<file path="src/rtl/ps2_key_pkg.sv">
// Shared types and constants for the PS/2 key event decoder.
// KEY_AUTOREPEAT_EN in the top enables the auto-repeat path.
package ps2_key_pkg;

   typedef enum logic [1:0] {
      ST_IDLE    = 2'd0,
      ST_EXT     = 2'd1,
      ST_BRK     = 2'd2,
      ST_EXT_BRK = 2'd3
   } ps2_state_e;

   localparam logic [7:0] PS2_EXT    = 8'hE0;
   localparam logic [7:0] PS2_BRK    = 8'hF0;
   localparam int         KEY_CODE_W = 9;

   // Channel code layout: bit 8 is the E0-extended flag, bits 7:0 the make code.
   function automatic logic [KEY_CODE_W-1:0] key_code(input logic ext, input logic [7:0] b);
      return {ext, b};
   endfunction

endpackage

</file>
<file path="src/rtl/ps2_repeat_timer.sv">
// Auto-repeat interval timer: first pulse DELAY cycles after start, then every PERIOD.
// Only instantiated when KEY_AUTOREPEAT_EN is defined.
module ps2_repeat_timer #(
   parameter int DELAY  = 25_000_000,
   parameter int PERIOD = 5_000_000
) (
   input  logic clk_i,
   input  logic rst_i,
   input  logic start_i,
   input  logic stop_i,
   output logic repeat_o
);

   localparam int MAX_T = (DELAY > PERIOD) ? DELAY : PERIOD;
   localparam int CNT_W = $clog2(MAX_T + 1);

   logic             active_q, active_d;
   logic             first_q, first_d;
   logic [CNT_W-1:0] cnt_q, cnt_d;
   logic [CNT_W-1:0] limit;

   // start and stop both veto the pulse due in the same cycle
   assign limit    = first_q ? CNT_W'(DELAY - 1) : CNT_W'(PERIOD - 1);
   assign repeat_o = active_q && !start_i && !stop_i && (cnt_q == limit);

   always_comb begin
      active_d = active_q;
      first_d  = first_q;
      cnt_d    = cnt_q;
      if (start_i) begin
         active_d = 1'b1;
         first_d  = 1'b1;
         cnt_d    = '0;
      end else if (stop_i) begin
         active_d = 1'b0;
         cnt_d    = '0;
      end else if (repeat_o) begin
         first_d  = 1'b0;
         cnt_d    = '0;
      end else if (active_q) begin
         cnt_d    = cnt_q + CNT_W'(1);
      end
   end

   always_ff @(posedge clk_i or posedge rst_i) begin
      if (rst_i) begin
         active_q <= 1'b0;
         first_q  <= 1'b0;
         cnt_q    <= '0;
      end else begin
         active_q <= active_d;
         first_q  <= first_d;
         cnt_q    <= cnt_d;
      end
   end

endmodule

</file>
<file path="src/rtl/ps2_key_event_decoder.sv">
// PS/2 scan-code byte stream to per-channel press/release/held signals.
// Define KEY_AUTOREPEAT_EN to add typematic-style repeat pulses on the newest held key.
module ps2_key_event_decoder
   import ps2_key_pkg::*;
#(
   parameter int NUM_KEYS       = 5,
   parameter int PREFIX_TIMEOUT = 2_500_000,
   parameter int REPEAT_DELAY   = 25_000_000,
   parameter int REPEAT_PERIOD  = 5_000_000
) (
   input  logic                           CLK_50M,
   input  logic                           RST,
   input  logic [7:0]                     ps2_byte,
   input  logic                           ps2_state,
   input  logic [NUM_KEYS*KEY_CODE_W-1:0] key_codes,
   input  logic                           clear_keys,
   output logic [NUM_KEYS-1:0]            key_press,
   output logic [NUM_KEYS-1:0]            key_release,
   output logic [NUM_KEYS-1:0]            key_held,
   output logic                           any_press,
   output ps2_state_e                     dbg_state
);

   localparam int TMO_W = $clog2(PREFIX_TIMEOUT + 1);

   ps2_state_e          state_q, state_d;
   logic [TMO_W-1:0]    tmo_q, tmo_d;
   logic                tmo_hit;
   logic                ev_valid, ev_ext, ev_brk;
   logic [KEY_CODE_W-1:0] ev_code;
   logic [NUM_KEYS-1:0] match, make_hit, brk_hit, rpt_mask;
   logic [NUM_KEYS-1:0] held_q, held_d, press_q, press_d, release_q, release_d;

   // ps2_state is a single-cycle strobe; there is no back-pressure, every strobed byte is consumed.
   always_ff @(posedge CLK_50M or posedge RST) begin
      if (RST) state_q <= ST_IDLE;
      else     state_q <= state_d;
   end

   assign tmo_hit = (state_q != ST_IDLE) && !ps2_state && (tmo_q == TMO_W'(PREFIX_TIMEOUT - 1));

   always_comb begin
      state_d = state_q;
      if (clear_keys) begin
         state_d = ST_IDLE;
      end else if (ps2_state) begin
         if (ps2_byte == PS2_EXT) begin
            state_d = ST_EXT;
         end else if (ps2_byte == PS2_BRK) begin
            case (state_q)
               ST_IDLE, ST_BRK:    state_d = ST_BRK;
               ST_EXT, ST_EXT_BRK: state_d = ST_EXT_BRK;
               default:            state_d = ST_IDLE;
            endcase
         end else begin
            state_d = ST_IDLE;
         end
      end else if (tmo_hit) begin
         state_d = ST_IDLE;
      end
   end

   always_comb begin
      ev_valid = ps2_state && !clear_keys && (ps2_byte != PS2_EXT) && (ps2_byte != PS2_BRK);
      ev_ext   = (state_q == ST_EXT) || (state_q == ST_EXT_BRK);
      ev_brk   = (state_q == ST_BRK) || (state_q == ST_EXT_BRK);
      ev_code  = key_code(ev_ext, ps2_byte);
      match    = '0;
      for (int i = 0; i < NUM_KEYS; i++) begin
         match[i] = ev_valid && (key_codes[i*KEY_CODE_W +: KEY_CODE_W] == ev_code);
      end
      make_hit = match & ~held_q & {NUM_KEYS{~ev_brk}};
      brk_hit  = match &  held_q & {NUM_KEYS{ev_brk}};
   end

   always_comb begin
      tmo_d = tmo_q + TMO_W'(1);
      if (clear_keys || ps2_state || (state_q == ST_IDLE) || tmo_hit) tmo_d = '0;
   end

   always_comb begin
      held_d    = (held_q | make_hit) & ~brk_hit;
      press_d   = make_hit | rpt_mask;
      release_d = brk_hit;
      if (clear_keys) begin
         held_d    = '0;
         press_d   = '0;
         release_d = '0;
      end
   end

`ifdef KEY_AUTOREPEAT_EN
   localparam int CH_W = (NUM_KEYS > 1) ? $clog2(NUM_KEYS) : 1;

   logic [CH_W-1:0] rpt_ch_q, rpt_ch_d;
   logic            rpt_start, rpt_stop, rpt_fire;

   // On simultaneous presses the highest-numbered channel becomes the repeat target.
   always_comb begin
      rpt_ch_d = rpt_ch_q;
      for (int i = 0; i < NUM_KEYS; i++) begin
         if (make_hit[i]) rpt_ch_d = CH_W'(i);
      end
      rpt_start = |make_hit;
      rpt_stop  = clear_keys || brk_hit[rpt_ch_q];
      rpt_mask  = '0;
      if (rpt_fire) rpt_mask[rpt_ch_q] = 1'b1;
   end

   always_ff @(posedge CLK_50M or posedge RST) begin
      if (RST) rpt_ch_q <= '0;
      else     rpt_ch_q <= rpt_ch_d;
   end

   ps2_repeat_timer #(
      .DELAY  (REPEAT_DELAY),
      .PERIOD (REPEAT_PERIOD)
   ) u_repeat_timer (
      .clk_i    (CLK_50M),
      .rst_i    (RST),
      .start_i  (rpt_start),
      .stop_i   (rpt_stop),
      .repeat_o (rpt_fire)
   );
`else
   assign rpt_mask = '0;
`endif

   always_ff @(posedge CLK_50M or posedge RST) begin
      if (RST) begin
         tmo_q     <= '0;
         held_q    <= '0;
         press_q   <= '0;
         release_q <= '0;
      end else begin
         tmo_q     <= tmo_d;
         held_q    <= held_d;
         press_q   <= press_d;
         release_q <= release_d;
      end
   end

   assign key_press   = press_q;
   assign key_release = release_q;
   assign key_held    = held_q;
   assign any_press   = |press_q;
   assign dbg_state   = state_q;

endmodule

</file>
<file path="config.mk">
export PLATFORM = sky130hd
export DESIGN_NAME = ps2_key_event_decoder
export DESIGN_NICKNAME = d
export VERILOG_FILES = /design/src/rtl/ps2_key_pkg.sv /design/src/rtl/ps2_repeat_timer.sv /design/src/rtl/ps2_key_event_decoder.sv
export SDC_FILE = /design/constraint.sdc
export NUM_CORES = 1
export LEC_CHECK = 0
export ABC_AREA = 0
export ABC_CLOCK_PERIOD_IN_PS = 2300
export BUFFER_PORTS_ARGS = -buffer_cell sky130_fd_sc_hd__buf_4
export CORE_MARGIN = 2
export CORE_UTILIZATION = 51
export CTS_CLUSTER_DIAMETER = 30
export CTS_CLUSTER_SIZE = 25
export DETAILED_ROUTE_END_ITERATION = 7
export GPL_TIMING_DRIVEN = 0
export PLACE_DENSITY = 0.83
export SYNTH_ARGS = -nofsm -noshare
export SYNTH_HDL_FRONTEND = slang
export SYNTH_HIERARCHICAL = 1
export SYNTH_SLANG_ARGS = --single-unit
</file>
<file path="constraint.sdc">
create_clock -name CLK_50M -period 2.3 [get_ports CLK_50M]
set_clock_uncertainty 0.2 [all_clocks]
set_input_delay 0.115 -clock CLK_50M [delete_from_list [all_inputs] [get_ports CLK_50M]]
set_output_delay 0.115 -clock CLK_50M [all_outputs]
set_load 0.1 [all_outputs]
</file>
Yosys cells after proc, flatten, opt, wreduce, memory -nomap -nowiden
Index checks and enable logic that the tools add are counted.
{"block": "op_classes", "n_reduce_logical": 23, "bitwise": 9, "add_sub_neg": 1, "magnitude_cmp": 0, "multipliers": 0, "n_mux": 10, "shift": 0, "n_eq_ne": 13, "n_div": 0}
{"cell": "9-bit == test", "count": 5}
{"cell": "5-bit AND", "count": 5}
{"cell": "22-bit by 1-bit adder with 22-bit output, second input constant", "count": 1}
{"cell": "22-bit == test, second input constant", "count": 1}
{"cell": "22-bit 2-to-1 mux", "count": 1}
{"cell": "8-bit == test, second input constant", "count": 2}
{"cell": "8-bit inequality test, second input constant", "count": 2}
{"cell": "5-bit 2-to-1 mux", "count": 3}
{"cell": "1-bit logical AND", "count": 10}
{"cell": "2-bit 2-to-1 mux", "count": 5}
{"cell": "5-bit NOT", "count": 2}
{"cell": "1-bit logical OR", "count": 5}
{"cell": "5-bit bitwise OR", "count": 1}
{"cell": "5-bit OR reduction", "count": 1}
{"cell": "2-bit == test, second input constant", "count": 2}
{"cell": "2-bit case mux with 2 select lines", "count": 1}
{"cell": "2-bit OR reduction", "count": 2}
{"cell": "3-bit nonzero test", "count": 1}
{"cell": "2-bit by 1-bit == test with 1-bit output, second input constant", "count": 1}
{"cell": "1-bit logical NOT", "count": 2}
{"cell": "2-bit logical NOT", "count": 1}
{"cell": "2-bit nonzero test", "count": 1}
{"cell": "1-bit NOT", "count": 1}
{"block": "totals", "romBits": 0, "in_bits": 57, "out_inout_bits": 18, "reg_bits": 39, "latchBits": 0, "n_memories": 0, "ramBits": 0}

Logic depth before layout (Yosys ltp)
{"block": "depth", "depth_word": 10, "mapped_depth": 6, "ltp_nobuf": 5}

Least setup slack after synthesis
No wires, ideal clock.
{"block": "synth_timing", "path_kind": "reg-to-reg", "startpoint": "register state_q[0], in the netlist dbg_state[0]", "endpoint": "register tmo_q[2]", "path_stages_with_launch": 7, "setup_time_ps": 132, "period_less_slack_ps": 2561, "arrival_time_ps": 2229, "slack_ps": -261, "t_required_ps": 1968, "cell_sequence": "dfrtp_1 > clkbuf_1 > nor2_1 > nor4_1 > a21bo_2 > clkbuf_1 > nor2_1"}
{"block": "synth_between", "elab_chain_len": 5}
{"element": "start, declared", "line": "ps2_key_event_decoder.sv:26", "rtl": "ps2_state_e state_q, state_d;"}
{"element": "start signal, assigned", "line": "ps2_key_event_decoder.sv:37", "rtl": "else state_q <= state_d;"}
{"element": "2-bit nonzero test", "line": "ps2_key_event_decoder.sv:40", "rtl": "assign tmo_hit = (state_q != ST_IDLE) && !ps2_state && (tmo_q == TMO_W'(PREFIX_TIMEOUT - 1));"}
{"element": "1-bit logical AND (2 in series)", "line": "ps2_key_event_decoder.sv:40"}
{"element": "1-bit logical OR (*)", "line": "ps2_key_event_decoder.sv:78", "rtl": "if (clear_keys || ps2_state || (state_q == ST_IDLE) || tmo_hit) tmo_d = '0;"}
{"element": "22-bit 2-to-1 mux (*)", "line": "ps2_key_event_decoder.sv:78"}
{"element": "net tmo_d[2]", "line": "ps2_key_event_decoder.sv:27", "rtl": "logic [TMO_W-1:0] tmo_q, tmo_d;"}
{"element": "end signal, assigned", "line": "ps2_key_event_decoder.sv:136", "rtl": "tmo_q <= tmo_d;"}
{"element": "end, declared", "line": "ps2_key_event_decoder.sv:27"}
The timed path passes the listed nets; every way through them passes the cells marked *.
A chain may end at the register's enable or synchronous reset.

Worst setup path in the final report
{"block": "layout_timing", "startpoint": "register tmo_q[2]", "endpoint": "register tmo_q[21]"}
{"block": "layout_between", "elab_chain_len": 4}
{"element": "parallel branches: the longest is 3 deep, another holds 22-bit by 1-bit adder with 22-bit output"}
{"element": "22-bit 2-to-1 mux (*)", "line": "ps2_key_event_decoder.sv:78"}
{"element": "net tmo_d[21]", "line": "ps2_key_event_decoder.sv:27"}
Mark *: on every way through the listed nets, which the timed path passes.

==> impl_metrics.csv <==
group,metric,value,unit
setup_path,critPathMaxFanout,6,
run,maxCapViolCount,0,
sta,setup_viol,0,
drt,antenna_left,0,
min_path,holdPathStages,3,
place,hpwlAfterDp,4430,um
place,gp_congestion,0.883,
place,numPortBuffers,65,
logic_synthesis,syn_inst,262,
clock_tree,cts_max_level,2,
cells_and_area,multi_input_area,1350,um^2
min_path,min-delay-start,"ps2_state",
setup_path,crit_chain,"nand3_1 -> or4_4 -> or4_1 -> a21oi_1",
drt,drtPass1Iterations,4,
logic_synthesis,yosys_register_bits,39,
grt,grt_max_degree,40,
setup_path,worstPathArrival,2180,ps
grt,grt_busiest_layer,"met2",
cells_and_area,nNetsFinal,394,
sta,drv_slew,0,
cells_and_area,n_antenna_cell,0,
logic_synthesis,synth_nets,320,
power_and_ir_drop,power.leakage,1.38,nW
outcome,status,"complete, no violations",
setup_path,critPathSlowestCell,"or4_4",
cells_and_area,area.sequential,978,um^2
clock_tree,cts.root.buffer_cell,"clkbuf_8",
setup_path,r2r-start,"tmo_q[2]",
sta,final.min_clock_period,2170,ps
grt,track_usage,0.234,
grt,grt_pass1_wl,9650,um
drt,drtIter0Drc,184,
cells_and_area,drive_gt1_frac,0.259,
logic_synthesis,ys_seq_area_frac,0.406,
logic_synthesis,synth_ff_type,"dfrtp_1",
drt,viasPerCell,5.59,
sta,finalHoldViolations,0,
setup_path,max_stage_delay,580,ps
grt,antenna_found_initial,0,
logic_synthesis,syn-mean-instance-area,9.16,um^2
setup_path,r2r_cells,4,
die,start_util,0.540,
sta,tightest_slew,799,ps
grt,met2_usage,0.383,
setup_path,critPathRequiredTime,2310,ps
setup_path,worstSetupStartpointType,"flip-flop",
sta,clock.fmax,0.461,GHz
logic_synthesis,synth-edff-count,0,
clock_tree,numCtsBuffers,5,
die,rows,24,
min_path,hold_path_class,"in2reg",
sta,hold_ws,29.2,ps
min_path,holdPathEnd,"dbg_state[0]",
drt,wl_per_cell,15.5,um
clock_tree,clock-sinks,39,
sta,slew_headroom,0.467,
cells_and_area,fin_cells,388,
grt,met3_usage,0.0345,
setup_path,cp-end-kind,"flip-flop",
die,die-area,5270,um^2
logic_synthesis,ys_types,38,
setup_path,r2r-end,"tmo_q[21]",
clock_tree,clk_latency,290,ps
die,ios,75,
cells_and_area,layout.cells.most_common_list,"buf_4 (67), xor2_1 (51), dfrtp_1 (37)",
setup_path,worst-r2r-setup-slack,130,ps
grt,gr-usage-met1,0.323,
grt,overflow,0,
cells_and_area,final_common_cell,"buf_4",
clock_tree,ctsLongestPathBuffers,2,
die,die_h,72.6,um
die,coreArea,4440,um^2
place,dp_cells,379,
sta,grt_setup_unrepaired,"false",
power_and_ir_drop,powerDensity,438,nW/um^2
die,fp.dieW,72.6,um
drt,drc,0,
clock_tree,cts_tree,"yes",
logic_synthesis,async_flop_share,1.00,
drt,vias,2167,
logic_synthesis,synth_area,2400,um^2
logic_synthesis,yosys_warnings,6,
cells_and_area,fillers,354,
sta,fin_crit_sh,0.943,
grt,grt_pass1_vias,2101,
power_and_ir_drop,peakVddDrop,328,uV
setup_path,crit_type,"reg2reg",
clock_tree,clk_pin_slew,70,ps
cells_and_area,syn_to_final_growth,28.4,%
drt,drt_wl_total,6000,um
## timing repair
action / in CTS / in global routing
buffers inserted: 0 / 2
hold endpoints to repair: 39 / 0
pin swaps: 0 / 3
gates resized for setup: 2 / 3
hold buffers: 1 / 0
setup endpoints to repair: 20 / 7
## through the flow
| stage | instance area, um^2 | setup slack, ps | total power, mW | TNS (ps) | util |
|---|---|---|---|---|---|
| after floorplan | 2400 | 13.5 | 0.809 | 0 | - |
| after global placement | 2960 | 41.7 | 0.896 | 0 | 0.665 |
| after detailed placement | 2960 | -8.07 | 0.902 | -22.4 | 0.665 |
| after CTS | 3050 | 5.96 | 1.36 | 0 | 0.687 |
| after global routing | 3080 | 43.6 | 1.40 | 0 | 0.694 |
| final | 3080 | 131 | 1.35 | 0 | 0.694 |
## critical path: cells and delay by family, from the launching register on
kind,cells,cell delay [ps]
and+or+nand+nor,3,1250
DFF,1,450
AOI/OAI and AO/OA,1,180
## where the power goes
group | switching, mW | internal [mW] | total [mW]
clock network | 0.224 | 0.235 | 0.459
registers | 0.000214 | 0.686 | 0.686
logic | 0.107 | 0.0990 | 0.206
total | 0.332 | 1.02 | 1.35
## how the worst max path moves through the flow
stage / startpoint / to / slack (ps) / depth (start not counted)
2_1_floorplan: dbg_state[0] / tmo_q[2] / 10 / 6
3_3_place_gp: dbg_state[0] / tmo_q[3] / 40 / 6
3_5_place_dp: dbg_state[0] / tmo_q[2] / -8 / 6
4_1_cts: tmo_q[0] / tmo_q[20] / 6 / 6
5_1_grt: tmo_q[11] / tmo_q[21] / 40 / 4
6_report: tmo_q[2] / tmo_q[21] / 130 / 4
## final cells by class
type	count	share of cell area
inverters	4	0.00487
multi-input cells	203	0.439
well taps	52	0.0211
repair buffers	68	0.166
clock buffers	6	0.0268
plain buffers	15	0.0227
flip-flops and latches	39	0.317
clock inverters	1	0.00162
## state kept, by name, summed over array words and instances (netlist names)
signal / cells
tmo_q: 22
key_release: 5
dbg_state: 2
key_held: 5
key_press: 5
## cells by family (layout without fill, tap and decap cells)
| group | Yosys count | in the layout | share of synthesized area |
|---|---|---|---|
| compound gates | 23 | 23 | 0.0604 |
| xor+xnor | 56 | 56 | 0.204 |
| fa+ha+maj | 1 | 1 | 0.00521 |
| buf+inv | 20 | 94 | 0.0349 |
| flops | 39 | 39 | 0.406 |
| mux | 5 | 5 | 0.0208 |
| simple gates | 118 | 118 | 0.268 |
## cell usage after synthesis, types with 2 or more instances
library cell  number  area, um^2
nor2_1            28         105
nor3_1            17        85.1
dfrtp_1           39         976
mux2i_1            5        50.1
buf_1              2        7.51
xor2_1            51         447
and4_1             2        17.5
a21oi_1            9        45.0
o21ai_0            5        25.0
clkbuf_1          12        45.0
nand3_1            6        30.0
nand2b_1           6        37.5
xnor2_1            5        43.8
nand2_1           12        45.0
nand4_1           12        75.1
and3_1             2        12.5
nor4_1            12        75.1
inv_1              4        15.0
or3_1              7        43.8
or4_1              5        37.5
o31ai_1            4        30.0
## per-layer routing
metal | up-vias | wire, um | part of all wire
li1 | 1065 | - | -
met1 | 1025 | 2630 | 0.44
met2 | 69 | 2980 | 0.50
met3 | 8 | 324 | 0.054
met4 | 0 | 61 | 0.010
met5 | - | 0 | 0
No activity file was read; power rests on OpenSTA's default activity.
